### src/rtl/mux2_4_arbiter_if.sv
// Requester/arbiter bus for the shared 2:1 word mux: two request/data pairs in,
// grants, select and the registered output word with its valid flag out.
interface mux2_4_arbiter_if #(
    parameter int WIDTH = 4
);
    logic             req_a;
    logic             req_b;
    logic [WIDTH-1:0] a;
    logic [WIDTH-1:0] b;
    logic             gnt_a;
    logic             gnt_b;
    logic             s;
    logic [WIDTH-1:0] out;
    logic             valid;

    // Handshake: a requester raises req_x and holds it, with its word on a/b, for
    // as long as it wants the bus; gnt_x marks ownership, and out/valid carry the
    // owner's word one cycle later. There is no back-pressure on out.
    modport master (
        output req_a, req_b, a, b,
        input  gnt_a, gnt_b, s, out, valid
    );

    modport slave (
        input  req_a, req_b, a, b,
        output gnt_a, gnt_b, s, out, valid
    );
endinterface

### src/rtl/mux2_4_arbiter.sv
// Round-robin arbiter for two requesters sharing one registered 2:1 word mux,
// with bounded ownership under contention (MAX_HOLD cycles).
module mux2_4_arbiter #(
    parameter int WIDTH    = 4,
    parameter int MAX_HOLD = 4
) (
    input  logic               clk,
    input  logic               reset,
    mux2_4_arbiter_if.slave    bus,
    output logic [1:0]         state_dbg
);
    typedef enum logic [1:0] {
        IDLE  = 2'd0,
        OWN_A = 2'd1,
        OWN_B = 2'd2
    } state_t;

    localparam int CW = (MAX_HOLD > 1) ? $clog2(MAX_HOLD) : 1;
    localparam logic [CW-1:0] CNT_MAX = CW'(MAX_HOLD - 1);

    state_t           state;
    logic [CW-1:0]    cnt;
    logic             last_b;
    logic             gnt_a_r;
    logic             gnt_b_r;
    logic             s_r;
    logic [WIDTH-1:0] out_r;
    logic             valid_r;

    always_ff @(posedge clk) begin
        if (reset) begin
            state   <= IDLE;
            cnt     <= '0;
            last_b  <= 1'b1;
            gnt_a_r <= 1'b0;
            gnt_b_r <= 1'b0;
            s_r     <= 1'b0;
            out_r   <= '0;
            valid_r <= 1'b0;
        end else begin
            case (state)
                IDLE: begin
                    valid_r <= 1'b0;
                    // On a tie, whoever was not served last wins.
                    if ((bus.req_a && bus.req_b && last_b) || (bus.req_a && !bus.req_b)) begin
                        state <= OWN_A; gnt_a_r <= 1'b1; gnt_b_r <= 1'b0;
                        s_r <= 1'b0; cnt <= '0; last_b <= 1'b0;
                    end else if (bus.req_b) begin
                        state <= OWN_B; gnt_a_r <= 1'b0; gnt_b_r <= 1'b1;
                        s_r <= 1'b1; cnt <= '0; last_b <= 1'b1;
                    end
                end
                OWN_A: begin
                    out_r   <= bus.a;
                    valid_r <= 1'b1;
                    if (bus.req_b && (!bus.req_a || cnt == CNT_MAX)) begin
                        state <= OWN_B; gnt_a_r <= 1'b0; gnt_b_r <= 1'b1;
                        s_r <= 1'b1; cnt <= '0; last_b <= 1'b1;
                    end else if (!bus.req_a) begin
                        state <= IDLE; gnt_a_r <= 1'b0; gnt_b_r <= 1'b0;
                    end else if (cnt != CNT_MAX) begin
                        cnt <= cnt + 1'b1;
                    end
                end
                OWN_B: begin
                    out_r   <= bus.b;
                    valid_r <= 1'b1;
                    if (bus.req_a && (!bus.req_b || cnt == CNT_MAX)) begin
                        state <= OWN_A; gnt_a_r <= 1'b1; gnt_b_r <= 1'b0;
                        s_r <= 1'b0; cnt <= '0; last_b <= 1'b0;
                    end else if (!bus.req_b) begin
                        state <= IDLE; gnt_a_r <= 1'b0; gnt_b_r <= 1'b0;
                    end else if (cnt != CNT_MAX) begin
                        cnt <= cnt + 1'b1;
                    end
                end
                default: begin
                    state   <= IDLE;
                    gnt_a_r <= 1'b0;
                    gnt_b_r <= 1'b0;
                    valid_r <= 1'b0;
                end
            endcase
        end
    end

    assign bus.gnt_a = gnt_a_r;
    assign bus.gnt_b = gnt_b_r;
    assign bus.s     = s_r;
    assign bus.out   = out_r;
    assign bus.valid = valid_r;
    assign state_dbg = state;
endmodule

### src/flat_wrapper.sv
// flat-port wrapper written by rule: the top's interface ports become plain ports
module mux2_4_arbiter_flat 
#(
    parameter int WIDTH    = 4,
    parameter int MAX_HOLD = 4
)
  (clk, reset, state_dbg, bus_req_a, bus_req_b, bus_a, bus_b, bus_gnt_a, bus_gnt_b, bus_s, bus_out, bus_valid);
  mux2_4_arbiter_if #(.WIDTH(WIDTH)) bus_i ();
  input  logic clk;
  input  logic reset;
  output logic [1:0] state_dbg;
  input wire logic [$bits(bus_i.req_a)-1:0] bus_req_a;
  input wire logic [$bits(bus_i.req_b)-1:0] bus_req_b;
  input wire logic [$bits(bus_i.a)-1:0] bus_a;
  input wire logic [$bits(bus_i.b)-1:0] bus_b;
  output wire logic [$bits(bus_i.gnt_a)-1:0] bus_gnt_a;
  output wire logic [$bits(bus_i.gnt_b)-1:0] bus_gnt_b;
  output wire logic [$bits(bus_i.s)-1:0] bus_s;
  output wire logic [$bits(bus_i.out)-1:0] bus_out;
  output wire logic [$bits(bus_i.valid)-1:0] bus_valid;
  assign bus_i.req_a = bus_req_a;
  assign bus_i.req_b = bus_req_b;
  assign bus_i.a = bus_a;
  assign bus_i.b = bus_b;
  assign bus_gnt_a = bus_i.gnt_a;
  assign bus_gnt_b = bus_i.gnt_b;
  assign bus_s = bus_i.s;
  assign bus_out = bus_i.out;
  assign bus_valid = bus_i.valid;
  mux2_4_arbiter #(.WIDTH(WIDTH), .MAX_HOLD(MAX_HOLD)) u_core (.clk(clk), .reset(reset), .bus(bus_i), .state_dbg(state_dbg));
endmodule
### config.mk
export PLATFORM = sky130hd
export DESIGN_NAME = mux2_4_arbiter_flat
export DESIGN_NICKNAME = d
export VERILOG_FILES = /design/src/rtl/mux2_4_arbiter_if.sv /design/src/rtl/mux2_4_arbiter.sv /design/src/flat_wrapper.sv
export SDC_FILE = /design/constraint.sdc
export NUM_CORES = 1
export LEC_CHECK = 0
export CORE_UTILIZATION = 35
export DETAILED_ROUTE_END_ITERATION = 6
export DONT_BUFFER_PORTS = 1
export SYNTH_ARGS = -nofsm -noshare
export SYNTH_HDL_FRONTEND = slang
export SYNTH_SLANG_ARGS = --single-unit
### constraint.sdc
create_clock -name clk -period 5.1 [get_ports clk]
set_clock_uncertainty 0.05 [all_clocks]
set_input_delay 0.765 -clock clk [delete_from_list [all_inputs] [get_ports clk]]
set_output_delay 0.765 -clock clk [all_outputs]
set_load 0.01 [all_outputs]
* After elaboration in Yosys (flattened, before gate mapping)
Index checks and enable logic that the tools add are counted.
** Operators by class
- Add/sub/neg operators :: 1
- Reduce and logical (&&, ||, !) cells :: 17
- Eq/ne operators :: 11
- Multiplexer cells :: 32
** Operator list (count)
- 2-bit 2-to-1 mux :: 13
- 3-bit by 2-bit inequality test with 1-bit output (second input constant) :: 5
- 1-bit 2-to-1 mux :: 13
- 2-bit case mux with 3 select lines :: 2
- 1-bit case mux with 3 select lines :: 3
- 4-bit case mux with 2 select lines :: 1
- 4-bit AND reduction :: 2
- 1-bit logical AND :: 5
- 2-bit equality test (second input constant) :: 2
- 2-bit by 1-bit inequality test with 1-bit output (second input constant) :: 2
- 1-bit logical OR :: 3
- 3-bit AND reduction :: 1
- 3-bit nonzero test :: 1
- 2-bit by 1-bit adder with 2-bit output (second input constant) :: 1
- 2-bit by 1-bit equality test with 1-bit output (second input constant) :: 1
- 1-bit logical NOT :: 2
- 2-bit logical NOT :: 1
- 2-bit inequality test (second input constant) :: 1
- 2-bit nonzero test :: 1
- 2-bit OR reduction :: 1
** Storage, ports and cells
- Output and inout bits :: 10
- Logic and storage cells :: 69
- Register bits after elaboration :: 13

* Depth between registers and ports, before layout
Gate-level depths: netlist of the first run.
- Word-level depth :: 5
- Mapped depth :: 7
- Mapped depth without buffers :: 6

* Worst setup path before layout of the first run
No wires, ideal clock.
- Path kind :: input port to flip-flop
- From :: input port bus_req_b
- To :: register u_core.s_r, in the netlist u_core.bus.s
- Data arrival time :: 1.979 ns
- Data required time :: 4.929 ns
- Setup time :: 0.121 ns
- Stages :: 5
- Path buffers :: 1
- Path slack :: 2.949 ns
- Cell sequence :: buf_6 > a22o_1 > a211o_1 > a211o_1 > mux2_4
** Between the ends
- Word-level cells in the longest chain between the ends :: 5
- Elaborated cells on any way between the ends :: 14
** RTL lines
- start, declared :: line flat_wrapper.sv:13 : input wire logic [$bits(bus_i.req_b)-1:0] bus_req_b;
- 1-bit logical AND or 1-bit logical NOT (tied branches) :: line mux2_4_arbiter.sv:45, mux2_4_arbiter.sv:68
- 1-bit logical AND or 1-bit logical OR (tied branches) :: line mux2_4_arbiter.sv:45, mux2_4_arbiter.sv:68
- 1-bit logical OR or 1-bit logical AND (tied branches) :: line mux2_4_arbiter.sv:45, mux2_4_arbiter.sv:68
- 3-bit by 2-bit inequality test with 1-bit output (no line) (tied with other cells)
- 4-bit AND reduction (no line) or 1-bit case mux with 3 select lines (tied branches)
- end signal, assigned :: line mux2_4_arbiter.sv:47 : s_r <= 1'b0; cnt <= '0; last_b <= 1'b0;
- end signal, assigned :: line mux2_4_arbiter.sv:50 : s_r <= 1'b1; cnt <= '0; last_b <= 1'b1;
- end signal, assigned :: line mux2_4_arbiter.sv:58 : s_r <= 1'b1; cnt <= '0; last_b <= 1'b1;
- end, declared :: line mux2_4_arbiter.sv:26 : logic s_r;
Several ways; a longest one is shown, not always the timed one.
A chain may end at the register's enable or synchronous reset.

* Worst setup path after layout of the first run
- From :: register u_core.state[0], in the netlist u_core.state_dbg[0]
- To :: register u_core.s_r, in the netlist u_core.bus.s
** Between the ends
- Word-level cells in the longest chain between the ends :: 3
- Elaborated cells on any way between the ends :: 9
** RTL lines
- start, declared :: line mux2_4_arbiter.sv:21 : state_t state;
- start signal, assigned :: line mux2_4_arbiter.sv:32 : state <= IDLE;
- start signal, assigned :: line mux2_4_arbiter.sv:46 : state <= OWN_A; gnt_a_r <= 1'b1; gnt_b_r <= 1'b0;
- start signal, assigned :: line mux2_4_arbiter.sv:49 : state <= OWN_B; gnt_a_r <= 1'b0; gnt_b_r <= 1'b1;
- 2-bit equality test (tied with other cells) :: line mux2_4_arbiter.sv:41 : case (state)
- 2-bit by 1-bit inequality test with 1-bit output (no line) (tied with other cells)
- 4-bit AND reduction (no line)
- end signal, assigned :: line mux2_4_arbiter.sv:37 : s_r <= 1'b0;
- end signal, assigned :: line mux2_4_arbiter.sv:47
- end signal, assigned :: line mux2_4_arbiter.sv:50
Several ways; a longest one is shown, not always the timed one.

==> results of run 1 <==
==> sequential cells by signal (all words and copies together), names as in the netlist <==
signal	count
u_core.bus.gnt_a	1
u_core.bus.gnt_b	1
u_core.bus.out	4
u_core.bus.s	1
u_core.bus.valid	1
u_core.cnt	2
u_core.last_b	1
u_core.state_dbg	2
==> per-layer routing <==
metal	vias up	track usage, %
li1	322	-
met3	4	5.56
met5	-	0
met2	26	21.9
met1	284	17.4
met4	0	8.57
==> layout by cell type (no fill, tap or decap), types with 2 or more instances in the layout <==
| master | n |
|---|---|
| inv_1 | 7 |
| dfxtp_1 | 13 |
| clkbuf_4 | 3 |
| a211oi_1 | 4 |
| o22ai_1 | 2 |
| and3_1 | 2 |
| a41o_1 | 2 |
| o211a_1 | 3 |
| o21ai_0 | 2 |
| nor2b_1 | 4 |
| nand2_1 | 3 |
| nor2_1 | 10 |
| mux2i_1 | 5 |
| or3_1 | 2 |
| ha_1 | 5 |
| o31ai_1 | 2 |
| a211o_1 | 3 |
==> cell families (layout without fill, tap and decap cells) <==
kind of cell,after synthesis,count (layout),share of synthesized area [%]
buf+inv,12,11,7.78
flops,13,13,33.0
simple gates,25,25,16.5
mux,6,6,8.25
fa+ha+maj,5,5,7.94
compound gates,26,26,26.5
==> Yosys cell counts <==
library cell,instances,area (um2)
buf_6,2,22.5
buf_1,1,3.75
a21oi_1,1,5.00
nor2_1,10,37.5
mux2i_1,5,50.1
mux2_4,1,15.0
a41o_1,2,20.0
nand4_1,1,6.26
a2111oi_0,1,8.76
inv_1,7,26.3
a2bb2oi_1,1,8.76
a211oi_1,4,30.0
a21boi_0,1,7.51
nand2_1,3,11.3
o22ai_1,2,12.5
and3_1,2,12.5
o211a_1,3,30.0
nor2b_1,4,25.0
nand2b_1,1,6.26
nand4bb_1,1,11.3
a211o_1,3,26.3
o221ai_1,1,8.76
o31ai_1,2,15.0
ha_1,5,62.6
buf_2,1,5.00
dfxtp_1,13,260
o2111ai_1,1,8.76
a32oi_1,1,8.76
clkbuf_1,1,3.75
or3_1,2,12.5
a22o_1,1,8.76
nand3b_1,1,7.51
o21ai_0,2,10.0
==> path summary, 6_finish.rpt <==
path	start	end	slack, ps
min	u_core.bus.out[0]	u_core.bus.out[0]	480
min reg2reg	u_core.bus.out[0]	u_core.bus.out[0]	480
max reg2reg	u_core.state_dbg[0]	u_core.bus.s	2790
max	u_core.state_dbg[0]	u_core.bus.s	2790
==> power groups by stage <==
stage / registers (W) / clock network (W) / logic (W)
2_1_floorplan: 0.000180 / 0 / 0.000175
3_3_place_gp: 0.000189 / 0 / 0.000191
3_5_place_dp: 0.000189 / 0 / 0.000196
4_1_cts: 0.000188 / 0.0000662 / 0.000196
5_1_grt: 0.000194 / 0.0000724 / 0.000221
6_report: 0.000187 / 0.0000659 / 0.000196
==> metrics by stage <==
stage / total power, W / hold slack, ps / instances / setup slack [ps]
2_1_floorplan: 0.000355 / 424 / 87 / 2950
6_report: 0.000449 / 478 / 113 / 2790
4_1_cts: 0.000450 / 480 / 113 / 2780
3_3_place_gp: 0.000380 / 464 / 109 / 2860
3_5_place_dp: 0.000385 / 466 / 109 / 2790
5_1_grt: 0.000487 / 485 / 113 / 2670
==> final cells by class <==
class	instances	area, um2
multi-input cells	62	467
fillers	221	1230
inverters	7	26.3
flip-flops and latches	13	260
clock buffers	4	26.3
well taps	27	33.8
==> critical path, delay by kind of cell, from the launching register on <==
| kind | cells | cell delay [ps] |
|---|---|---|
| compound gates | 3 | 880 |
| flops | 1 | 490 |
| fa+ha+maj | 1 | 360 |
| mux | 1 | 300 |
| buf+inv | 1 | 110 |
==> flow_summary.yaml, run 1 <==
critical_path:
  path_cells: "inv_1, ha_1, a22o_1, a211o_1, a211o_1, mux2_4"
  cpPeakStageDelay_ps: 490
  cpMostUsedCell: "a211o_1"
  required_ps: 5230
  r2r_cells: 6
  crit_arrival_ps: 2440
  startpoint_type: "register"
  cp_slowest_cell: "dfxtp_1"
  crit_type: "reg2reg"
  critPathMaxFanout: 10
  cp-end-kind: "register"
clock_network:
  cts_inserted_buffers: 3
  postCtsSetupRepairBufs: 0
  clock_path_buffers: 2
  clock_latency_ps: 280
  cts_sinks: 13
  path_clk_slew_ps: 90
  cts-root-buf: "clkbuf_4"
  cts_resized: 0
  cts_tree: "done"
  htreeDepth: 1
  cts_hold_buf: 0
power_and_ir_drop:
  p_switching_w: 0.000187
  p_sw_share_pct: 41.6
  power_frac_comb_pct: 43.7
  p_leak_nw: 0.367
  power-per-cell-area_mw_per_mm2: 552
  p_int_w: 0.000262
  peakVddDrop_uv: 314
  seqPwrFrac_pct: 41.6
  clockPowerShare_pct: 14.7
placement:
  hpwl_mm: 1.17
  portBuffers: 0
  gp_congestion: 0.744
  detailed_place.area_um2: 787
synth:
  syn-cell-area_um2: 788
  synth_cell_types: 33
  synthCells: 87
  ys_ff_latch: 13
  syn-num-nets: 104
  syn-mean-instance-area_um2: 9.06
  synth_seq_area_share_pct: 33.0
  ys_warn_count: 0
grt:
  grt_pass1_vias: 558
  grt_overflow: 0
  grt_use_total_pct: 14.5
  grt_max_degree: 14
  antenna_found_initial: 0
  grt_pass1_wl_mm: 2.62
routing:
  wl_met3_um: 119
  drc: 0
  firstDrtPassIters: 4
  wirelength_mm: 1.61
  drtIter0Drc: 14
  top_layer: "met4"
  vias_per_cell: 5.63
  wl_met1_um: 746
  wl_per_cell_um: 14.2
  vias: 636
  antenna_left: 0
  wl_met2_um: 715
sta:
  worst_pin_slew_ps: 425
  finalHoldViolations: 0
  setup_viol: 0
  clock.fmax_mhz: 433
  maxSlewViolCount: 0
  tns_ps: 0
  slew_headroom_pct: 71.7
  post-route-min-period_ps: 2310
  rsz0062_at_grt: "false"
  period_share_pct: 45.3
job:
  cap_violations: 0
min_path:
  hold_path.class: "reg2reg"
  min_path_cells: 2
floorplanning:
  rows: 16
  dieArea_mm2: 0.00245
  die_y_um: 49.5
  ios: 22
  start_util_pct: 38.6
  die_w_um: 49.5
  core_area_mm2: 0.00204
cells_and_area:
  drive_above_1_share_pct: 4.65
  finalNetCount: 104
  areaGrowthSynthToFinish_pct: 3.17
  fin_util_pct: 39.8
  n_antenna_cell: 0
  final_cell_area_um2: 813
run_status:
  status: "complete, no violations"
Note: power is estimated with default switching activity, not from simulation.
==> inputs of run 2 (changes only) <==
==> constraint.sdc (replaced) <==
create_clock -name clk -period 2.08 [get_ports clk]
set_clock_uncertainty 0.05 [all_clocks]
set_input_delay 0.312 -clock clk [delete_from_list [all_inputs] [get_ports clk]]
set_output_delay 0.312 -clock clk [all_outputs]
set_load 0.01 [all_outputs]
==> flow_summary.yaml, run 2 (synthesized netlist as in run 1, its figures left out) <==
critical_path:
  crit_arrival_ps: 2130
  path_cells: "inv_1, ha_1, a22o_1, a211o_1, a211o_1, mux2_4"
  cpPeakStageDelay_ps: 360
  cp-startpoint: "u_core.state_dbg[1]"
  reg2reg_to: "u_core.bus.s"
  required_ps: 2220
  cp_slowest_cell: "dfxtp_1"
  cp-end-kind: "register"
  rr_startpoint: "u_core.state_dbg[1]"
  crit_type: "reg2reg"
  endpoint: "u_core.bus.s"
  critical_path_buf_inv_count: 1
  cpMostUsedCell: "a211o_1"
  critPathMaxFanout: 7
  r2r_cells: 6
  startpoint_type: "register"
  cp.depth: 6
  critPathTopFamily: "compound AO/OA/AOI/OAI gates"
  rrSetupSlack_ps: 90
clock_network:
  path_clk_slew_ps: 80
  cts_tree: "done"
  cts_resized: 0
  cts_hold_buf: 0
  postCtsSetupRepairBufs: 0
  cts_sinks: 13
  cts-root-buf: "clkbuf_4"
  cts_inserted_buffers: 3
  clock_latency_ps: 290
  htreeDepth: 1
  clock_path_buffers: 2
min_path:
  hold_path.class: "in2reg"
  min_path_cells: 1
cells_and_area:
  fillers: 226
  n_antenna_cell: 0
  fin_util_pct: 41.8
  seq_area_um2: 262
  multi_input_comb_area_um2: 468
  drive_above_1_share_pct: 11.0
  largest_reg_flops: 4
  final_cell_area_um2: 853
  finalNetCount: 109
  areaGrowthSynthToFinish_pct: 8.25
  layout_common_cells: "dfxtp_1, nor2_1, inv_1"
  final_common_cell: "dfxtp_1"
job:
  cap_violations: 0
power_and_ir_drop:
  p_leak_nw: 0.393
  power-per-cell-area_mw_per_mm2: 1370
  peakVddDrop_uv: 564
  finalPower_w: 0.00117
routing:
  antenna_left: 0
  drc: 0
  wl_per_cell_um: 13.3
  vias_per_cell: 5.38
  vias: 635
  drtIter0Drc: 14
  wirelength_mm: 1.58
  firstDrtPassIters: 4
grt:
  grt_max_degree: 14
  grt_pass1_wl_mm: 2.63
  grt_pass1_vias: 614
  antenna_found_initial: 0
  grt_overflow: 0
  grt_use_total_pct: 14.6
floorplanning:
  core_area_mm2: 0.00204
  start_util_pct: 38.6
  ios: 22
  die_y_um: 49.5
  dieArea_mm2: 0.00245
  die_w_um: 49.5
  rows: 16
placement:
  hpwl_mm: 1.16
  detailed_place.area_um2: 826
  gp_congestion: 0.702
  portBuffers: 0
sta:
  finalHoldViolations: 0
  period_share_pct: 95.7
  rsz0062_at_grt: "false"
  slew_headroom_pct: 77.1
  hold_ws_ps: 34.4
  worst_pin_slew_ps: 344
  tns_ps: 0
  setup_viol: 0
  post-route-min-period_ps: 1990
  maxSlewViolCount: 0
  clock.fmax_mhz: 503
run_status:
  status: "complete, no violations"
==> run 2: changes by cell type in the layout (fill, tap and decap cells not counted), sizes merged <==
cell	previous run	this run
buf	0	5
==> run 2: how the worst min path moves through the flow <==
stage | slack [ps] | endpoint | startpoint
detailed placement | 340 | u_core.bus.out[0] | reset
global placement | 340 | u_core.bus.out[2] | reset
global route | 20 | u_core.bus.out[2] | reset
finish | 30 | u_core.bus.out[1] | reset
CTS | 30 | u_core.bus.out[1] | reset
floorplan | 360 | u_core.bus.valid | reset
==> run 2: layout make-up <==
class                           instances  area share, %
Clock buffer                            4           3.08
Inverter                                7           3.08
Multi-Input combinational cell         62           54.8
Sequential cell                        13           30.6
Tap cell                               27           3.96
Timing Repair Buffer                    5           4.40
==> run 2: routing by layer <==
metal,wire length [um],global-route usage (%),share of wire [%]
met1,709,16.2,45
met2,719,23.3,46
met3,100,4.94,6.3
met4,46,10.0,2.9
met5,0,0,0
==> run 2: where the power goes <==
part / switching (W) / total, W / internal, W
logic: 0.000285 / 0.000560 / 0.000275
clock network: 0.0000921 / 0.000167 / 0.0000748
registers: 0.0000958 / 0.000441 / 0.000345
==> run 2: stage by stage <==
| stage | setup slack [ps] | cells |
|---|---|---|
| finish | 90.3 | 118 |
| detailed placement | 104 | 114 |
| floorplan | 36.9 | 87 |
| global route | 5.01 | 118 |
| CTS | 85.9 | 118 |
| global placement | 155 | 114 |
==> inputs of run 3 (changes only) <==
==> constraint.sdc (replaced) <==
create_clock -name clk -period 2.4 [get_ports clk]
set_clock_uncertainty 0.05 [all_clocks]
set_input_delay 0.36 -clock clk [delete_from_list [all_inputs] [get_ports clk]]
set_output_delay 0.36 -clock clk [all_outputs]
set_load 0.01 [all_outputs]
==> flow_summary.yaml, run 3 (synthesized netlist as in run 1, its figures left out) <==
grt:
  grt_use_total_pct: 14.9
  grt_overflow: 0
  grt_pass1_vias: 626
  grt_max_degree: 14
  grt_pass1_wl_mm: 2.76
  antenna_found_initial: 0
cells_and_area:
  areaGrowthSynthToFinish_pct: 5.24
  final_common_cell: "dfxtp_1"
  largest_reg_flops: 4
  fillers: 226
  finalNetCount: 106
  n_antenna_cell: 0
  drive_above_1_share_pct: 7.95
  layout_common_cells: "dfxtp_1, nor2_1, inv_1"
critical_path:
  cpMostUsedCell: "a211o_1"
  cp-startpoint: "u_core.state_dbg[1]"
  critPathTopFamily: "compound AO/OA/AOI/OAI gates"
  path_cells: "inv_1, ha_1, a22o_1, a211o_1, a211o_1, mux2_4"
  crit_arrival_ps: 2340
  crit_type: "reg2reg"
  critPathMaxFanout: 7
  cp_slowest_cell: "dfxtp_1"
  rr_startpoint: "u_core.state_dbg[1]"
  cpPeakStageDelay_ps: 460
  endpoint: "u_core.bus.s"
  cp.depth: 6
  cp-end-kind: "register"
  reg2reg_to: "u_core.bus.s"
  critical_path_buf_inv_count: 1
  startpoint_type: "register"
  rrSetupSlack_ps: 190
  required_ps: 2530
  r2r_cells: 6
sta:
  rsz0062_at_grt: "false"
  finalWorstSetupSlack_ps: 192
  post-route-min-period_ps: 2210
  clock.fmax_mhz: 453
  setup_viol: 0
  finalHoldViolations: 0
  tns_ps: 0
  maxSlewViolCount: 0
  worst_pin_slew_ps: 352
  slew_headroom_pct: 75.9
  period_share_pct: 92.0
power_and_ir_drop:
  p_leak_nw: 0.380
  power-per-cell-area_mw_per_mm2: 1180
  peakVddDrop_uv: 527
clock_network:
  path_clk_slew_ps: 90
  cts_sinks: 13
  cts_inserted_buffers: 3
  cts-root-buf: "clkbuf_4"
  cts_hold_buf: 0
  clock_path_buffers: 2
  postCtsSetupRepairBufs: 0
  cts_tree: "done"
  htreeDepth: 1
  clock_latency_ps: 290
  cts_resized: 0
routing:
  firstDrtPassIters: 4
  wl_per_cell_um: 14.0
  drc: 0
  vias_per_cell: 5.81
  vias: 668
  antenna_left: 0
  drtIter0Drc: 18
  wirelength_mm: 1.61
min_path:
  hold_path.class: "in2reg"
  min_path_cells: 1
  hp-start: "reset"
placement:
  portBuffers: 0
  place_ws_ps: 203
  hpwl_mm: 1.19
  gp_congestion: 0.766
floorplanning:
  rows: 16
  ios: 22
  die_y_um: 49.5
  core_area_mm2: 0.00204
  die_w_um: 49.5
  start_util_pct: 38.6
  dieArea_mm2: 0.00245
run_status:
  status: "complete, no violations"
job:
  cap_violations: 0
==> run 3: changes by cell type in the layout (fill, tap and decap cells not counted), sizes merged <==
cell / before / now
buf: 5 / 2
clkbuf: 4 / 3
clkinv: 0 / 1
==> run 3: power by group <==
part           total (W)  switching, W  internal [W]
Sequential      0.000388     0.0000902      0.000298
Clock           0.000145     0.0000830     0.0000620
Combinational   0.000443      0.000237      0.000206
Total           0.000976      0.000410      0.000566
==> run 3: area by class of cell <==
class,instances,area [um2],share of cell area [%]
inverters,7,26.3,3.17
flip-flops and latches,13,260,31.4
clock buffers,3,22.5,2.71
repair buffers,2,15.0,1.81
clock inverters,1,5.00,0.603
multi-input cells,62,467,56.3
well taps,27,33.8,4.07
==> run 3: layer usage <==
metal | track usage, % | wire, um | vias to the layer above
met5 | 0 | 0 | -
met2 | 24.2 | 779 | 26
met1 | 18.0 | 706 | 315
li1 | - | - | 324
met3 | 3.09 | 97 | 3
met4 | 8.57 | 21 | 0
==> run 3: worst min-delay path by stage <==
stage	endpoint	slack (ps)
after floorplan	u_core.bus.valid	410
after global placement	u_core.bus.out[1]	390
after detailed placement	u_core.bus.out[3]	390
after CTS	u_core.bus.out[0]	80
after global routing	u_core.bus.out[0]	60
final	u_core.bus.out[0]	80
==> run 3: metrics by stage <==
stage               cell area, um2  power, W  hold WS [ps]  utilization (%)  cells
floorplan                      788  0.000755           412                -     87
global placement               802  0.000825           385             39.3    111
detailed placement             802  0.000837           387             39.3    111
CTS                            830  0.000982          77.0             40.6    115
global route                   830   0.00106          64.5             40.6    115
finish                         830  0.000976          82.6             40.6    115
